### config.mk
export PLATFORM = sky130hd
export DESIGN_NAME = seg7_scan_driver
export DESIGN_NICKNAME = d
export VERILOG_FILES = /design/src/rtl/seg7_scan_driver.sv
export SDC_FILE = /design/constraint.sdc
export NUM_CORES = 1
export LEC_CHECK = 0
export ABC_AREA = 1
export CORE_UTILIZATION = 50
export DETAILED_ROUTE_END_ITERATION = 6
export DONT_BUFFER_PORTS = 1
export PLACE_DENSITY = 0.69
export SLEW_MARGIN = 10
export SYNTH_ARGS = -nofsm -noshare
export SYNTH_HDL_FRONTEND = slang
export SYNTH_SLANG_ARGS = --single-unit
### constraint.sdc
create_clock -name clk_in -period 2.8 [get_ports clk_in]
set_input_delay 0.14 -clock clk_in [delete_from_list [all_inputs] [get_ports clk_in]]
set_output_delay 0.14 -clock clk_in [all_outputs]
set_load 0.05 [all_outputs]
### src/rtl/seg7_scan_driver.sv
// Eight-digit multiplexed seven-segment driver with a double-buffered display word.
// The shadow word only changes on the digit-7 -> digit-0 wrap, so a frame never mixes two words.
`timescale 1ns/1ps
module seg7_scan_driver #(
  parameter int unsigned CLK_DIV  = 50000,
  parameter int unsigned LZ_BLANK = 0
) (
  input  logic        clk_in,
  input  logic        reset,
  input  logic        i_we,
  input  logic [31:0] i_data,
  output logic [31:0] o_value,
  output logic [7:0]  o_seg,
  output logic [7:0]  o_sel
);

  localparam int unsigned    DW       = (CLK_DIV > 2) ? $clog2(CLK_DIV) : 1;
  localparam logic [DW-1:0]  DIV_LAST = DW'(CLK_DIV - 1);

  logic [31:0]   value_reg;
  logic [31:0]   shadow;
  logic          pending;
  logic [DW-1:0] div_cnt;
  logic [2:0]    idx;
  logic          tick;
  logic          frame_end;
  logic [3:0]    nibble;
  logic          blank;
  logic [7:0]    seg_next;

  function automatic logic [7:0] hex_to_seg(input logic [3:0] n);
    case (n)
      4'h0: return 8'hC0;
      4'h1: return 8'hF9;
      4'h2: return 8'hA4;
      4'h3: return 8'hB0;
      4'h4: return 8'h99;
      4'h5: return 8'h92;
      4'h6: return 8'h82;
      4'h7: return 8'hF8;
      4'h8: return 8'h80;
      4'h9: return 8'h90;
      4'hA: return 8'h88;
      4'hB: return 8'h83;
      4'hC: return 8'hC6;
      4'hD: return 8'hA1;
      4'hE: return 8'h86;
      default: return 8'h8E;
    endcase
  endfunction

  always_comb begin
    tick      = (div_cnt == DIV_LAST);
    frame_end = tick && (idx == 3'd7);
    nibble    = shadow[{idx, 2'b00} +: 4];
    // Digit k is blank when it and every digit to its left are zero; digit 0 always shows.
    blank     = (LZ_BLANK != 0) && (idx != 3'd0) && ((shadow >> {idx, 2'b00}) == '0);
    seg_next  = blank ? 8'hFF : hex_to_seg(nibble);
  end

  assign o_value = value_reg;

  always_ff @(posedge clk_in or posedge reset) begin
    if (reset) begin
      value_reg <= '0;
      shadow    <= '0;
      pending   <= 1'b0;
      div_cnt   <= '0;
      idx       <= '0;
      o_seg     <= '1;
      o_sel     <= '1;
    end else begin
      if (i_we)
        value_reg <= i_data;
      // A write on the wrap edge keeps pending set: the shadow takes the old word,
      // and the new one goes up a frame later.
      pending <= i_we | (pending & ~frame_end);
      if (frame_end && pending)
        shadow <= value_reg;
      if (tick) begin
        div_cnt <= '0;
        idx     <= idx + 3'd1;
      end else begin
        div_cnt <= div_cnt + 1'b1;
      end
      o_sel <= ~(8'b1 << idx);
      o_seg <= seg_next;
    end
  end

endmodule

==> summary.txt, run 1 <==
STA
  • Final Skew: approximately 0.015 ns
  • Pins Over Slew Limit: 0
  • Final count of hold timing violations: 0
  • Fin Hold WS: roughly 0.11 ns
  • Tcrit/Tclk final: 0.774
  • Min Tclk post-route: around 2.2 ns
  • Setup_tns: 0 ns
  • RSZ-0062 raised after global routing: false
  • FMAX: around 460 MHz
  • Final setup violation count: 0
  • Max-slew headroom: 0.527
  • PnR worst setup slack: between 0.6 and 0.7 ns
  • Worst-margin pin slew: approximately 0.71 ns

Floorplanning
  • Initial cell density of the core: 0.517
  • Die X: around 100 µm
  • Area of the core: between 9000 and 10,000 µm²
  • Io pins: 83
  • Die Y: around 100 µm
  • Row Count: 35
  • Die ar.: between 9000 and 10,000 µm²

Worst setup path
  • CP Capture Type: flip-flop
  • Worst setup path category: reg -> reg
  • WP data arrival: ~2.5 ns
  • Worst setup SP type: flip-flop
  • R2r startpoint: idx[0]
  • Critical Path RT: roughly 3.1 ns
  • Reg2Reg Depth: 12
  • R2R Setup Slk: around 0.63 ns
  • R2R Path End: o_seg[3]
  • Worst-path maximum fanout: 19

Clock tree
  • Post-CTS Resized: 0
  • Total CTS buffers: 9
  • Clk buf depth: 2
  • # clock sinks: between 90 and 100
  • Root buf cell: clkbuf_8
  • Later-pin clock latency in the skew report: 0.37 ns
  • CTS tree: yes
  • CTS H-tree depth: 3
  • Post-CTS Setup Inserts: 0
  • Reg clk slew, reported paths: 0.09 ns

Detailed routing
  • Post-DR wirelength/cell: approximately 13 µm
  • Number of DRC markers in iteration 0: 190
  • DR DRC count: 0
  • Via count: 3,463
  • DR vias/cell: about 4.9
  • Drt total wl: approximately 9300 µm
  • Routed Antenna Nets: 0
  • Pre-antenna DRT Iters: 4

Place
  • Placer congestion estimate: around 0.88
  • HPWL Detailed: 6520 µm
  • Setup WS pre-CTS: 0.657 ns
  • PortBufs: 0

Power and ir drop
  • P_leak: 2.61 nW
  • Cell area power density: approximately 500 nW/µm²
  • Peak supply drop: about 0.00029 V

GRT
  • Total Routing Usage GR: 0.207
  • First-pass GRT wire length: approximately 16,000 µm
  • Vias in the first global route: roughly 3.3k
  • Largest net degree at the start of global routing: between 60 and 70
  • Initial antenna violation count: 0
  • Gr ovfl total: 0

Worst hold path
  • Hold Crit Endpoint: o_value[14]
  • Hold_sp: i_we
  • Hold Crit Class: in -> reg
  • Worst hold path depth: 3

Cells and area
  • # diodes: 0
  • Area grow syn2layout: 12.5%
  • Most frequent cells in the layout: nand2_1, dfrtp_1, inv_1
  • Nets: 619
  • Share of cells above drive strength 1: 0.184
  • Commonest non-fill, non-tap cell in the layout: nand2_1

Yosys
  • Netlist cell types: 32
  • Register area share after synthesis: 0.523
  • Syn_area_per_cell: just under 9 µm²
  • Syn nets: between 500 and 600
  • Cell count after synthesis: approximately 540
  • Ys Warns: 0
  • Flops & latches, synth: 99
  • Cell area after synthesis: 4770 µm²
  • Top_reg_cell synth: dfrtp_1
  • Fraction of registers with async set or reset after synthesis: 1.00
  • Post-synth EDFFs: 0

Job
  • Max_cap viols: 0

Outcome
  • Status: finished clean
## area by class of cell
cell class                 count  area [µm²]
fill                         821        3870
inverter                      84         320
sequential                    99        2500
timing repair buffer          38         393
clock inverter                 3        40.0
tap                          129         161
clock buffer                  13         139
multi-input combinational    340        1820
## flip-flops by register name, summed over array words and instances, names as in the netlist
signal	flops
shadow	32
idx	3
o_sel	8
pending	1
div_cnt	16
o_value	32
o_seg	7
## worst max-delay path, cell delays in order, from the launching register on
cell,delay (ns)
dfrtp_1,0.76
inv_4,0.21
nand2_1,0.11
nand2_1,0.05
nand2_1,0.05
nand3_1,0.07
nand2_1,0.22
inv_1,0.11
ha_1,0.22
nand3_1,0.13
nand2_1,0.08
nand2_1,0.05
nand2_1,0.05
## worst max-delay path by stage
stage / cells past startpoint / from / slack (ns) / end
floorplan: 1 / reset / 0.09 / div_cnt[0]
global placement: 12 / idx[0] / 0.74 / o_seg[6]
detailed placement: 12 / idx[0] / 0.66 / o_seg[3]
CTS: 12 / idx[0] / 0.64 / o_seg[3]
global route: 12 / idx[0] / 0.36 / o_seg[3]
finish: 12 / idx[0] / 0.63 / o_seg[3]
## cell families after synthesis
group | count (synthesis) | synth area share
xor gates and xnor gates | 7 | 0.0128
and+or+nand+nor | 246 | 0.233
DFF | 99 | 0.523
AOI/OAI and AO/OA | 74 | 0.104
other | 1 | 0.000786
adders and majority gates | 12 | 0.0315
buffers and inverters | 103 | 0.0954
## metrics by stage
stage                     power (W)  std cells   util  area, µm²
after floorplan             0.00175        542      -       4770
after global placement      0.00177        656  0.524       4840
after detailed placement    0.00178        656  0.524       4840
after CTS                   0.00271        706  0.581       5370
after global routing        0.00279        706  0.581       5370
final                       0.00268        706  0.581       5370
## report_power, final
part	total, W	leakage [nW]	switching, W	internal (W)
Clock	0.000885	0.0914	0.000472	0.000413
Combinational	0.000150	1.26	0.0000948	0.0000548
Sequential	0.00165	1.25	0.000181	0.00147
Total	0.00268	2.61	0.000748	0.00194
## synth_stat cells, drive strengths merged (2+ instances only)
master,instances,area share
nor2,30,0.025
nand2,162,0.14
ha,12,0.031
xor2,6,0.011
buf,12,0.023
nor3,7,0.0084
inv,84,0.067
dfrtp,84,0.44
o21ai,72,0.10
clkbuf,7,0.0055
dfstp,15,0.083
nand3,41,0.044
nand3b,2,0.0031
## routing by layer
metal	global-route usage	wire, µm
met1	0.280	4290
met2	0.327	4410
met3	0.0358	439
met4	0.0916	188
met5	0	0
## what timing repair did
item,CTS,global route
hold endpoints to repair,81,0
setup endpoints to repair,0,0
hold buffers,34,0
Power figures use the tool's default switching activity.
==> run 2, diff against run 1 <==
==> constraint.sdc (replaced) <==
create_clock -name clk_in -period 1.8 [get_ports clk_in]
set_input_delay 0.09 -clock clk_in [delete_from_list [all_inputs] [get_ports clk_in]]
set_output_delay 0.09 -clock clk_in [all_outputs]
set_load 0.05 [all_outputs]
==> run 2 against run 1 <==
  * Clock power increased by 51%
  * Clock skew decreased by 0.0017 ns
  * Highest routed layer unchanged
  * Via count up 3.4%
==> summary.txt, run 2 (same netlist as run 1, synthesis figures left out) <==
Detailed routing
  • Drt total wl: 9790 µm (was 9340 µm)
  • Number of DRC markers in iteration 0: 176 (was 190)
  • Routed Antenna Nets: 0 (unchanged)
  • DR vias/cell: 5.02 (was 4.91)
  • Post-DR wirelength/cell: 13.7 µm (was 13.2 µm)
  • Pre-antenna DRT Iters: 4 (unchanged)
  • Via count: 3,580 (was 3,463)
  • DR DRC count: 0 (unchanged)

Floorplanning
  • Die Y: 99.7 µm (unchanged)
  • Die ar.: 9940 µm² (unchanged)
  • Initial cell density of the core: 0.517 (unchanged)
  • Die X: 99.7 µm (unchanged)
  • Area of the core: 9240 µm² (unchanged)
  • Io pins: 83 (unchanged)
  • Row Count: 35 (unchanged)

GRT
  • Initial antenna violation count: 0 (unchanged)
  • Largest net degree at the start of global routing: 87 (was 66)
  • First-pass GRT wire length: 15,900 µm (about the same)
  • Gr ovfl total: 0 (unchanged)
  • Vias in the first global route: 3,427 (was 3,334)
  • Total Routing Usage GR: 0.207 (about the same)

STA
  • Min Tclk post-route: 1.68 ns (was 2.17 ns)
  • Tcrit/Tclk final: 0.934 (was 0.774)
  • PnR worst setup slack: 0.119 ns (was 0.633 ns)
  • Setup_tns: 0 ns (unchanged)
  • Final count of hold timing violations: 0 (unchanged)
  • Max-slew headroom: 0.657 (was 0.527)
  • Final Skew: 0.0134 ns (was 0.0150 ns)
  • Worst-margin pin slew: 0.511 ns (was 0.710 ns)
  • Final setup violation count: 0 (unchanged)
  • Pins Over Slew Limit: 0 (unchanged)
  • FMAX: 595 MHz (was 461 MHz)

Power and ir drop
  • Cell area power density: 748 nW/µm² (was 500 nW/µm²)
  • PnR Total Power: 0.00415 W (was 0.00268 W)
  • P_leak: 2.67 nW (was 2.61 nW)
  • Peak supply drop: 0.000460 V (was 0.000288 V)

Cells and area
  • Area grow syn2layout: 16.1% (was 12.5%)
  • Share of cells above drive strength 1: 0.219 (was 0.184)
  • # diodes: 0 (unchanged)
  • Nets: 627 (was 619)
  • Layout filler cell count: 800 (was 821)
  • Post-Layout Cell Count: 713 (was 706)
  • Most frequent cells in the layout: nand2_1, dfrtp_1, inv_1 (unchanged)
  • Commonest non-fill, non-tap cell in the layout: nand2_1 (unchanged)

Place
  • Setup WS pre-CTS: -0.00741 ns (was 0.657 ns)
  • HPWL Detailed: 6400 µm (was 6520 µm)
  • Cell count after placement: 662 (was 656)
  • Placer congestion estimate: 0.848 (was 0.875)
  • PortBufs: 0 (unchanged)

Clock tree
  • Clk buf depth: 2 (unchanged)
  • Total CTS buffers: 9 (unchanged)
  • CTS H-tree depth: 3 (unchanged)
  • CTS tree: yes (unchanged)
  • Root buf cell: clkbuf_8 (unchanged)
  • # clock sinks: 99 (unchanged)
  • Later-pin clock latency in the skew report: 0.36 ns (was 0.37 ns)
  • Reg clk slew, reported paths: 0.09 ns (about the same)

Job
  • Max_cap viols: 0 (unchanged)

Worst setup path
  • CP Capture Type: flip-flop (unchanged)
  • Critical Path RT: 2.10 ns (was 3.11 ns)
  • Reg2Reg Depth: 11 (was 12)
  • Worst setup path category: reg -> reg (unchanged)
  • Worst setup SP type: flip-flop (unchanged)
  • Worst-path maximum fanout: 8 (was 19)
  • WP data arrival: 1.98 ns (was 2.48 ns)

Worst hold path
  • Hold Crit Class: in -> reg (unchanged)
  • Worst hold path depth: 3 (unchanged)

Outcome
  • Status: finished clean (unchanged)
-- run 2: cell types whose count changed in the layout (fill, tap and decap cells not counted), sizes merged --
cell      delta
buf          +7
clkbuf       -3
inv          +3
clkinvlp     +2
bufinv       -1
clkinv       -1
-- run 2: path summary, 6_finish.rpt --
kind,start,end,slack [ns]
setup / recovery,idx[0],o_seg[0],0.12
hold / removal,i_we,pending,0.05
setup reg to reg,idx[0],o_seg[0],0.12
hold reg to reg,div_cnt[0],div_cnt[0],0.47
max in group asynchronous,reset,o_sel[6],0.86
min in group asynchronous,reset,o_value[3],0.17
-- run 2: cell type report --
cell class                 instances  area [µm²]  area share
tap                              129         161      0.0291
clock inverter                     6        56.3      0.0102
inverter                          84         327      0.0589
clock buffer                       9         124      0.0223
multi-input combinational        340        1880       0.339
timing repair buffer              46         498      0.0898
sequential                        99        2500       0.451
-- run 2: critical path, stage by stage, from the launching register on --
cell and delay (ns):
dfrtp_2 0.50, buf_6 0.17, nand2_1 0.06, nand3_1 0.10, nand2_1 0.09, nand2_1 0.06
nand2_2 0.12, ha_1 0.20, inv_1 0.07, nand3_1 0.10, nand3_1 0.09, nand2_1 0.07
-- run 2: per-layer routing --
| layer | GRT usage | vias to the layer above | share of wire |
|---|---|---|---|
| li1 | - | 1758 | - |
| met1 | 0.267 | 1712 | 0.46 |
| met2 | 0.340 | 100 | 0.49 |
| met3 | 0.0569 | 10 | 0.041 |
| met4 | 0.0611 | 0 | 0.013 |
| met5 | 0 | - | 0 |
-- run 2: per-stage QoR --
stage                     cell area (µm²)  utilization  hold slack [ns]
after floorplan                      4780            -            0.207
after global placement               4900        0.530          -0.0521
after detailed placement             4900        0.530          -0.0510
after CTS                            5430        0.588           0.0417
after global routing                 5540        0.600           0.0526
final                                5540        0.600           0.0528
-- run 2: power by group --
part	internal [W]	total [W]	switching, W
clock	0.000527	0.00134	0.000812
sequential	0.00228	0.00255	0.000268
combinational	0.0000921	0.000255	0.000163
total	0.00290	0.00415	0.00124
-- run 2: timing repair --
item	4_1_cts	5_1_grt
setup endpoints to repair	3	14
endpoints found under the hold margin	117	0
hold buffers	34	0
resized for setup	1	18
setup buffers	0	1
pin swaps	0	1
gates cloned	0	1
